<file path="src/rtl/coef_pkg.sv">
// Shared types and default constants for the coefficient loader slice.
package coef_pkg;

  localparam int COEF_DW    = 16;
  localparam int COEF_DEPTH = 64;

  // Number of bytes per word for a given word width (width is a multiple of 8).
  function automatic int coef_nb(input int dw);
    return dw / 8;
  endfunction

  localparam int COEF_NB = coef_nb(COEF_DW);

  typedef enum logic [1:0] {
    IDLE = 2'd0,
    COEF = 2'd1,
    CSUM = 2'd2,
    DONE = 2'd3
  } state_e;

endpackage

</file>
<file path="src/rtl/coef_loader_if.sv">
// Byte stream in, coefficient memory write port out.
interface coef_loader_if #(
  parameter int DATA_WIDTH = 16,
  parameter int DEPTH      = 64
) ();
  localparam int AW = $clog2(DEPTH);

  logic                  s_valid;
  logic [7:0]            s_data;
  logic                  s_ready;
  logic                  cload;
  logic [AW-1:0]         caddr;
  logic [DATA_WIDTH-1:0] cin;

  // Host side: drives the stream, observes the memory writes.
  modport master (
    output s_valid, s_data,
    input  s_ready, cload, caddr, cin
  );

  // Loader side.
  modport slave (
    input  s_valid, s_data,
    output s_ready, cload, caddr, cin
  );
endinterface

</file>
<file path="src/rtl/coef_loader_byte_packer.sv">
// Little-endian byte-to-word packer. word/word_valid are combinational on the
// cycle the last byte is accepted so the caller can register them directly.
module byte_packer
  import coef_pkg::*;
#(
  parameter int DATA_WIDTH = COEF_DW
) (
  input  logic                  clk,
  input  logic                  rst,
  input  logic                  clr,
  input  logic                  in_fire,
  input  logic [7:0]            in_byte,
  output logic                  word_valid,
  output logic [DATA_WIDTH-1:0] word
);
  localparam int NB = coef_nb(DATA_WIDTH);
  localparam int CW = (NB > 1) ? $clog2(NB) : 1;

  logic [CW-1:0]         cnt_q, cnt_d;
  logic [DATA_WIDTH-1:0] data_q, data_d;
  logic [DATA_WIDTH-1:0] merged_s;
  logic                  last_s;

  // Merge the incoming byte into its lane and flag word completion.
  always_comb begin
    merged_s = data_q;
    merged_s[{cnt_q, 3'b000} +: 8] = in_byte;
    last_s     = (cnt_q == CW'(NB - 1));
    word_valid = in_fire && last_s;
    word       = merged_s;
  end

  // Next byte count and partial word; a completed word leaves the lanes empty.
  always_comb begin
    cnt_d  = cnt_q;
    data_d = data_q;
    if (clr) begin
      cnt_d  = {CW{1'b0}};
      data_d = {DATA_WIDTH{1'b0}};
    end else if (in_fire) begin
      if (last_s) begin
        cnt_d  = {CW{1'b0}};
        data_d = {DATA_WIDTH{1'b0}};
      end else begin
        cnt_d  = cnt_q + CW'(1);
        data_d = merged_s;
      end
    end else begin
      cnt_d  = cnt_q;
      data_d = data_q;
    end
  end

  // Packer state registers.
  always_ff @(posedge clk) begin
    if (rst) begin
      cnt_q  <= {CW{1'b0}};
      data_q <= {DATA_WIDTH{1'b0}};
    end else begin
      cnt_q  <= cnt_d;
      data_q <= data_d;
    end
  end
endmodule

</file>
<file path="src/rtl/coef_loader.sv">
// Coefficient memory loader: packs a byte stream into DEPTH words, writes each
// one to the coefficient memory, then verifies a trailing modular checksum.
module coef_loader
  import coef_pkg::*;
#(
  parameter int DATA_WIDTH = COEF_DW,
  parameter int DEPTH      = COEF_DEPTH
) (
  input  logic         clk,
  input  logic         rst,
  input  logic         start,
  coef_loader_if.slave bus,
  output logic         busy,
  output logic         load_done,
  output logic         load_err
);
  localparam int AW = $clog2(DEPTH);

  state_e                state_q, state_d;
  logic [AW-1:0]         widx_q, widx_d;
  logic [DATA_WIDTH-1:0] sum_q, sum_d;
  logic                  cload_q, cload_d;
  logic [AW-1:0]         caddr_q, caddr_d;
  logic [DATA_WIDTH-1:0] cin_q, cin_d;
  logic                  err_q, err_d;
  logic                  done_q, done_d;
  logic                  ready_q, ready_d;

  logic                  start_acc_s;
  logic                  fire_s;
  logic                  word_valid_s;
  logic [DATA_WIDTH-1:0] word_s;
  logic                  last_word_s;

  // A start is honoured only when no session is running.
  always_comb begin
    start_acc_s = start && ((state_q == IDLE) || (state_q == DONE));
    fire_s      = bus.s_valid && ready_q;
    last_word_s = (widx_q == AW'(DEPTH - 1));
  end

  byte_packer #(.DATA_WIDTH(DATA_WIDTH)) u_packer (
    .clk        (clk),
    .rst        (rst),
    .clr        (start_acc_s),
    .in_fire    (fire_s),
    .in_byte    (bus.s_data),
    .word_valid (word_valid_s),
    .word       (word_s)
  );

  // FSM state register.
  always_ff @(posedge clk) begin
    if (rst) begin
      state_q <= IDLE;
    end else begin
      state_q <= state_d;
    end
  end

  // FSM next-state logic.
  always_comb begin
    state_d = state_q;
    case (state_q)
      IDLE: begin
        if (start) state_d = COEF;
        else       state_d = IDLE;
      end
      COEF: begin
        if (word_valid_s && last_word_s) state_d = CSUM;
        else                             state_d = COEF;
      end
      CSUM: begin
        if (word_valid_s) state_d = DONE;
        else              state_d = CSUM;
      end
      DONE: begin
        if (start) state_d = COEF;
        else       state_d = DONE;
      end
      default: state_d = IDLE;
    endcase
  end

  // FSM outputs and datapath next values (word index, checksum, write port).
  always_comb begin
    widx_d  = widx_q;
    sum_d   = sum_q;
    cload_d = 1'b0;
    caddr_d = caddr_q;
    cin_d   = cin_q;
    err_d   = err_q;
    done_d  = (state_q == CSUM) && (state_d == DONE);
    ready_d = (state_d == COEF) || (state_d == CSUM);
    if (start_acc_s) begin
      widx_d = {AW{1'b0}};
      sum_d  = {DATA_WIDTH{1'b0}};
      err_d  = 1'b0;
    end else if (word_valid_s && (state_q == COEF)) begin
      cload_d = 1'b1;
      caddr_d = widx_q;
      cin_d   = word_s;
      sum_d   = sum_q + word_s;
      if (last_word_s) widx_d = widx_q;
      else             widx_d = widx_q + AW'(1);
    end else if (word_valid_s && (state_q == CSUM)) begin
      err_d = (word_s != sum_q);
    end else begin
      widx_d = widx_q;
    end
  end

  // Datapath and output registers.
  always_ff @(posedge clk) begin
    if (rst) begin
      widx_q  <= {AW{1'b0}};
      sum_q   <= {DATA_WIDTH{1'b0}};
      cload_q <= 1'b0;
      caddr_q <= {AW{1'b0}};
      cin_q   <= {DATA_WIDTH{1'b0}};
      err_q   <= 1'b0;
      done_q  <= 1'b0;
      ready_q <= 1'b0;
    end else begin
      widx_q  <= widx_d;
      sum_q   <= sum_d;
      cload_q <= cload_d;
      caddr_q <= caddr_d;
      cin_q   <= cin_d;
      err_q   <= err_d;
      done_q  <= done_d;
      ready_q <= ready_d;
    end
  end

  // Drive the ports from registers; busy covers exactly the stream-accepting states.
  always_comb begin
    bus.s_ready = ready_q;
    bus.cload   = cload_q;
    bus.caddr   = caddr_q;
    bus.cin     = cin_q;
    busy        = ready_q;
    load_done   = done_q;
    load_err    = err_q;
  end
endmodule
</file>
<file path="src/flat_wrapper.sv">
// flat-port wrapper written by rule: the top's interface ports become plain ports
module coef_loader_flat import coef_pkg::*;
#(
  parameter int DATA_WIDTH = COEF_DW,
  parameter int DEPTH      = COEF_DEPTH
)
  (clk, rst, start, busy, load_done, load_err, bus_s_valid, bus_s_data, bus_s_ready, bus_cload, bus_caddr, bus_cin);
  coef_loader_if #(.DATA_WIDTH(DATA_WIDTH), .DEPTH(DEPTH)) bus_i ();
  input  logic clk;
  input  logic rst;
  input  logic start;
  output logic busy;
  output logic load_done;
  output logic load_err;
  input wire logic [$bits(bus_i.s_valid)-1:0] bus_s_valid;
  input wire logic [$bits(bus_i.s_data)-1:0] bus_s_data;
  output wire logic [$bits(bus_i.s_ready)-1:0] bus_s_ready;
  output wire logic [$bits(bus_i.cload)-1:0] bus_cload;
  output wire logic [$bits(bus_i.caddr)-1:0] bus_caddr;
  output wire logic [$bits(bus_i.cin)-1:0] bus_cin;
  assign bus_i.s_valid = bus_s_valid;
  assign bus_i.s_data = bus_s_data;
  assign bus_s_ready = bus_i.s_ready;
  assign bus_cload = bus_i.cload;
  assign bus_caddr = bus_i.caddr;
  assign bus_cin = bus_i.cin;
  coef_loader #(.DATA_WIDTH(DATA_WIDTH), .DEPTH(DEPTH)) u_core (.clk(clk), .rst(rst), .start(start), .bus(bus_i), .busy(busy), .load_done(load_done), .load_err(load_err));
endmodule
</file>
<file path="config.mk">
export PLATFORM = sky130hd
export DESIGN_NAME = coef_loader_flat
export DESIGN_NICKNAME = d
export VERILOG_FILES = /design/src/rtl/coef_pkg.sv /design/src/rtl/coef_loader_if.sv /design/src/rtl/coef_loader_byte_packer.sv /design/src/rtl/coef_loader.sv /design/src/flat_wrapper.sv
export SDC_FILE = /design/constraint.sdc
export NUM_CORES = 1
export LEC_CHECK = 0
export CAP_MARGIN = 20
export CELL_PAD_IN_SITES_DETAIL_PLACEMENT = 1
export CELL_PAD_IN_SITES_GLOBAL_PLACEMENT = 1
export CORE_MARGIN = 8
export CORE_UTILIZATION = 45
export DETAILED_ROUTE_END_ITERATION = 6
export PLACE_DENSITY_LB_ADDON = 0.12
export SETUP_SLACK_MARGIN = 0.2
export SLEW_MARGIN = 30
export SYNTH_ARGS = -nofsm -noshare
export SYNTH_HDL_FRONTEND = slang
export SYNTH_SLANG_ARGS = --single-unit
</file>
<file path="constraint.sdc">
create_clock -name clk -period 4.65 [get_ports clk]
set_clock_uncertainty 0.2 [all_clocks]
set_input_delay 0.6975 -clock clk [delete_from_list [all_inputs] [get_ports clk]]
set_output_delay 0.6975 -clock clk [all_outputs]
set_load 0.005 [all_outputs]
</file>
# == Yosys cells after proc, flatten, opt, wreduce, memory -nomap -nowiden ==
# Cells that the tools add are included.
# classes
addsub,4
eq_ne,8
shifts,2
n_mux,9
n_bitwise,3
n_reduce_logical,14
# op_table
op,count
16-bit adder,1
16-bit bitwise mux,1
16-bit 2-to-1 mux,1
16-bit != test,1
8-bit by 6-bit variable shift with 16-bit output (first input constant),1
8-bit by 6-bit variable part select with 16-bit output,1
2-bit == test (second input constant),4
2-bit case mux with 4 select lines,1
1-bit logical AND,7
6-bit by 1-bit adder with 6-bit output (second input constant),1
6-bit == test (second input constant),1
4-bit negator with 6-bit output,1
2-bit AND reduction,3
2-bit by 1-bit == test with 1-bit output (second input constant),2
1-bit 2-to-1 mux,4
2-bit 2-to-1 mux,2
1-bit NOT,3
2-bit zero test,1
1-bit logical OR,2
2-bit OR reduction,1
1-bit adder (second input constant),1
# totals
regBits,67
in_bits,12
word_cells,51

# == Depth between registers and ports, before layout ==
# logic_depth
word_depth,7
depth_mapped,10
depth_no_buf,8

# == Hierarchy ==
# Synthesis repeated with hierarchy kept, for this count alone.
# hier_totals
cells_unflattened,413
hier_area_um2,3489.6
# modules_own_cells
mod,instances,cells_per_inst,area_per_inst_um2,seq_area_each_um2
coef_loader,1,337,2680.1,1001.0
byte_packer,1,76,809.5,340.3

# == Worst setup path before layout ==
# No wires, ideal clock.
# synth_timing
kind,flip-flop to flip-flop
start,register u_core.u_packer.cnt_q
end,register u_core.sum_q[14]
arrival_ps,2538
required_ps,4320
slack_ps,1782
stages_incl_launch_ff,11
period_less_slack_ps,2868
cell_sequence,dfxtp_1 > buf_6 > buf_2 > mux2_2 > ha_1 > fa_1 > a21o_1 > a221oi_4 > o211ai_1 > a32oi_1 > o211ai_1
# synth_via
elab_chain_len,4
word_cells_on_any_way,7
cone_classes,add/sub: 2; shift: 2; mux: 1; reduce/logical: 2
# synth_lines
element,line,source
start: declaration,coef_loader_byte_packer.sv:19,"logic [CW-1:0] cnt_q, cnt_d;"
start signal: assignment,coef_loader_byte_packer.sv:57,cnt_q <= {CW{1'b0}};
start signal: assignment,coef_loader_byte_packer.sv:60,cnt_q <= cnt_d;
4-bit negator with 6-bit output *,coef_loader_byte_packer.sv:27,"merged_s[{cnt_q, 3'b000} +: 8] = in_byte;"
8-bit by 6-bit variable part select with 16-bit output / 8-bit by 6-bit variable shift with 16-bit output (equally long branches),coef_loader_byte_packer.sv:27,
16-bit bitwise mux *,coef_loader_byte_packer.sv:27,
via u_core.u_packer.word[0],coef_loader_byte_packer.sv:14,output logic [DATA_WIDTH-1:0] word
16-bit adder *,coef_loader.sv:103,sum_d = sum_q + word_s;
end signal: assignment,coef_loader.sv:117,sum_q <= {DATA_WIDTH{1'b0}};
end signal: assignment,coef_loader.sv:126,sum_q <= sum_d;
end: declaration,coef_loader.sv:21,"logic [DATA_WIDTH-1:0] sum_q, sum_d;"
# The timed path passes the listed nets; every way through them passes the cells marked *.
# A chain may end at the register's enable or synchronous reset.

# == Worst setup path in the final report ==
# layout_timing
start,input port bus_s_data[0]
end,register u_core.sum_q[14]
# layout_via
elab_chain_len,3
# layout_lines
element,line,source
start: declaration,flat_wrapper.sv:16,input wire logic [$bits(bus_i.s_data)-1:0] bus_s_data;
8-bit by 6-bit variable part select with 16-bit output,coef_loader_byte_packer.sv:27,
16-bit bitwise mux,coef_loader_byte_packer.sv:27,
via u_core.u_packer.word[0],coef_loader_byte_packer.sv:14,
16-bit adder,coef_loader.sv:103,
# The timed path passes the listed nets, and every way through them passes these cells.

==> metrics.txt <==
post-synthesis area per instance 8.50 sq um; antenna violation net count after detailed routing 0; crit path DAT 3.16 ns; critical hold path startpoint u_core.bus.caddr[4]$_SDFFE_PP0P_; Vias 3207; YS warnings 0; CP cell instances clkdlybuf4s50_1 -> mux2_2 -> ha_1 -> fa_1 -> a21o_1 -> a221oi_4 -> o211ai_1 -> a32oi_1 -> o211ai_1; Post-synth top cells 67 x dfxtp_1, 61 x nor2_1, 41 x nand2_1; Worst Max-Slew Pin Slew 0.902 ns; Synth Net Count 457; Die Ht 105 microns; Routed Wire Length 10700 microns; first-pass GRT wire length 17800 microns; sequential share of power 0.471; post-DP HPWL 7950 microns; Pre-Repair DR Iteration Count 4; CP startpoint bus_s_data[0]; Synth async-reset ratio 0; post-synth top area cell dfxtp_1; Critical Path Fanout Max 3; crit path capture u_core.sum_q[14]$_SDFFE_PP0P_; max cap viols 0; CP max-delay cell clkdlybuf4s50_1; CP dominant cell by count o211ai_1; DRT iter0 DRCs 214; Slew HR 0.397; Num CTS Buffers 9; routed len/inst 19.2 microns; hold bufs inserted after CTS 0; gr ovfl total 0; # DRC 0; Mapped Cells 423; htree depth 3; CORE AREA 7730 sq um; CP endpoint kind flop; power share of the combinational group 0.080; Worst Hold Slack 0.261 ns; top_reg_cell synth dfxtp_1; Worst Path Buf+Inv 1; register area share after synthesis 0.373; PortBufs 38; EDFF count, synth 0; Worst EP required 4.68 ns; Post-CTS Setup Inserts 0; DP Area 3990 sq um; Clk network pwr share 0.449; RSZ-0062 raised after global routing no; Layout Area Growth over Synthesis 17.5%; Via density 5.76; fin nets 484; Final Hold Fails 0; Min-Delay Path Class flop to flop; top-count cell post-synth dfxtp_1; antenna violations before repair 0; VDD IR max 155 uV; Pwr Total 1.23 mW; R2R Path End u_core.sum_q[14]$_SDFFE_PP0P_; WP depth 9; FILL cells 922; Reg2Reg Launch Point u_core.u_packer.cnt_q$_SDFFE_PP0N_; status completed; Reg2Reg Depth 9; Power Dens Cells 292 nW/um^2; Initial Util 0.465; Leak 1.63 nW; fin util 0.546; post-route setup TNS 0 ns; post-synthesis register bit count 67; Final period util 0.673; family with the most delay on the worst path compound AO/OA/AOI/OAI gates; vias in the first global route 3357; reg2reg setup slack 1.55 ns; net switching power 0.312 mW; clk buf depth 2; final setup violation count 0; cts repair resizes 0; element type at the critical path start primary input; Tmin final 3.13 ns; fmax 0.319 GHz; Post-Syn Area 3590 sq um; Yosys top cell area share 0.373; num rows 32; num ports 39; switching part of the total 0.253; die area 11100 sq um; largest cells by area after synthesis dfxtp_1 37%, ha_1 7.3%, nor2_1 6.4%; layout cells sized above 1 0.103; final instance area 4220 sq um; total track usage 0.199; RePlAce Congestion 0.937; Clock transition at path regs 0.09 ns; die width 105 microns; critical path class primary input to flop; Worst-Skew Late Latency 0.35 ns; pin count of the biggest net entering global routing 30; Max Transition Viols Final 0; clk sinks 67; Ant. Diodes 0; CTS Root Cell clkbuf_8; Yosys cell types 58; CTS tree done; internal power component 0.921 mW; CP peak stage delay 0.44 ns
[worst min-delay path by stage]
stage,to,cells after the start
6_report,u_core.bus.caddr[4]$_SDFFE_PP0P_,2
2_1_floorplan,u_core.u_packer.data_q[10]$_SDFFE_PP0N_,1
5_1_grt,u_core.bus.caddr[4]$_SDFFE_PP0P_,2
3_3_place_gp,u_core.u_packer.data_q[8]$_SDFFE_PP0N_,1
3_5_place_dp,u_core.u_packer.data_q[8]$_SDFFE_PP0N_,1
4_1_cts,u_core.bus.caddr[4]$_SDFFE_PP0P_,2
[worst reg2reg max path: stages, from the launching register on]
cell      delay, ns
dfxtp_1        0.32
buf_4          0.33
mux2_2         0.41
ha_1           0.24
fa_1           0.42
a21o_1         0.23
a221oi_4       0.33
o211ai_1       0.16
a32oi_1        0.23
o211ai_1       0.11
[power groups by stage]
| stage | Combinational [mW] | Sequential, mW | Clock [mW] |
|---|---|---|---|
| after floorplan | 0.0636 | 0.593 | 0 |
| after global placement | 0.0948 | 0.594 | 0 |
| after detailed placement | 0.0973 | 0.594 | 0 |
| after CTS | 0.0980 | 0.580 | 0.572 |
| after global routing | 0.108 | 0.581 | 0.592 |
| final | 0.0985 | 0.581 | 0.554 |
[layout make-up]
type                            instances  area, sq um  area share
Timing Repair Buffer                   40          395      0.0937
Inverter                                8         30.0     0.00711
Multi-Input combinational cell        324         2100       0.498
Clock buffer                            9          124      0.0293
Tap cell                              102          128      0.0302
Clock inverter                          7          100      0.0237
Sequential cell                        67         1340       0.318
[per-layer routing]
layer,up-vias,track usage,share of wire
li1,1547,-,-
met1,1579,0.235,0.44
met2,62,0.344,0.50
met3,19,0.0463,0.041
met4,0,0.0724,0.022
met5,-,0,0
[registers in the layout, summed over array words and instances, names as in the netlist]
name                    flops
u_core.bus.cin             16
u_core.load_done            1
u_core.load_err             1
u_core.u_packer.cnt_q       1
u_core.bus.s_ready          1
u_core.bus.cload            1
u_core.sum_q               16
u_core.state_q              2
u_core.bus.caddr            6
u_core.widx_q               6
u_core.u_packer.data_q     16
[layout by cell type (no fill, tap or decap), types with 2 or more instances in the layout]
| cell | n |
|---|---|
| nand3_1 | 11 |
| a221oi_1 | 3 |
| o21ai_0 | 7 |
| a31oi_1 | 3 |
| a32oi_1 | 3 |
| nor4_1 | 3 |
| nor3b_1 | 9 |
| a21oi_1 | 34 |
| xor2_1 | 7 |
| clkdlybuf4s50_1 | 38 |
| nand4_1 | 7 |
| a211oi_1 | 6 |
| mux2_2 | 15 |
| nor2_1 | 61 |
| inv_1 | 7 |
| nor2b_1 | 3 |
| bufinv_16 | 2 |
| and2_1 | 11 |
| nand2_1 | 41 |
| clkbuf_8 | 9 |
| dfxtp_1 | 67 |
| o21a_1 | 2 |
| nor3_1 | 24 |
| a21o_1 | 8 |
| o211ai_1 | 2 |
| xnor2_1 | 6 |
| mux2i_1 | 3 |
| clkinv_4 | 3 |
| ha_1 | 21 |
| buf_4 | 2 |
| a22oi_1 | 2 |
| and3_1 | 7 |
[cells by family (layout without fill, tap and decap cells)]
| family | after synthesis | in the layout | share of synthesized area |
|---|---|---|---|
| and+or+nand+nor | 188 | 188 | 0.254 |
| xor gates and xnor gates | 13 | 13 | 0.0317 |
| muxes | 19 | 19 | 0.0616 |
| buffers and inverters | 32 | 64 | 0.0428 |
| adders and majority gates | 22 | 22 | 0.0787 |
| DFF | 67 | 67 | 0.373 |
| AOI/OAI and AO/OA | 82 | 82 | 0.158 |
[through the flow]
step	worst slack, ns	cells
floorplan	1.78	423
global placement	1.28	541
detailed placement	1.20	541
CTS	1.59	557
global route	1.41	557
finish	1.52	557
Power figures use the tool's default switching activity.
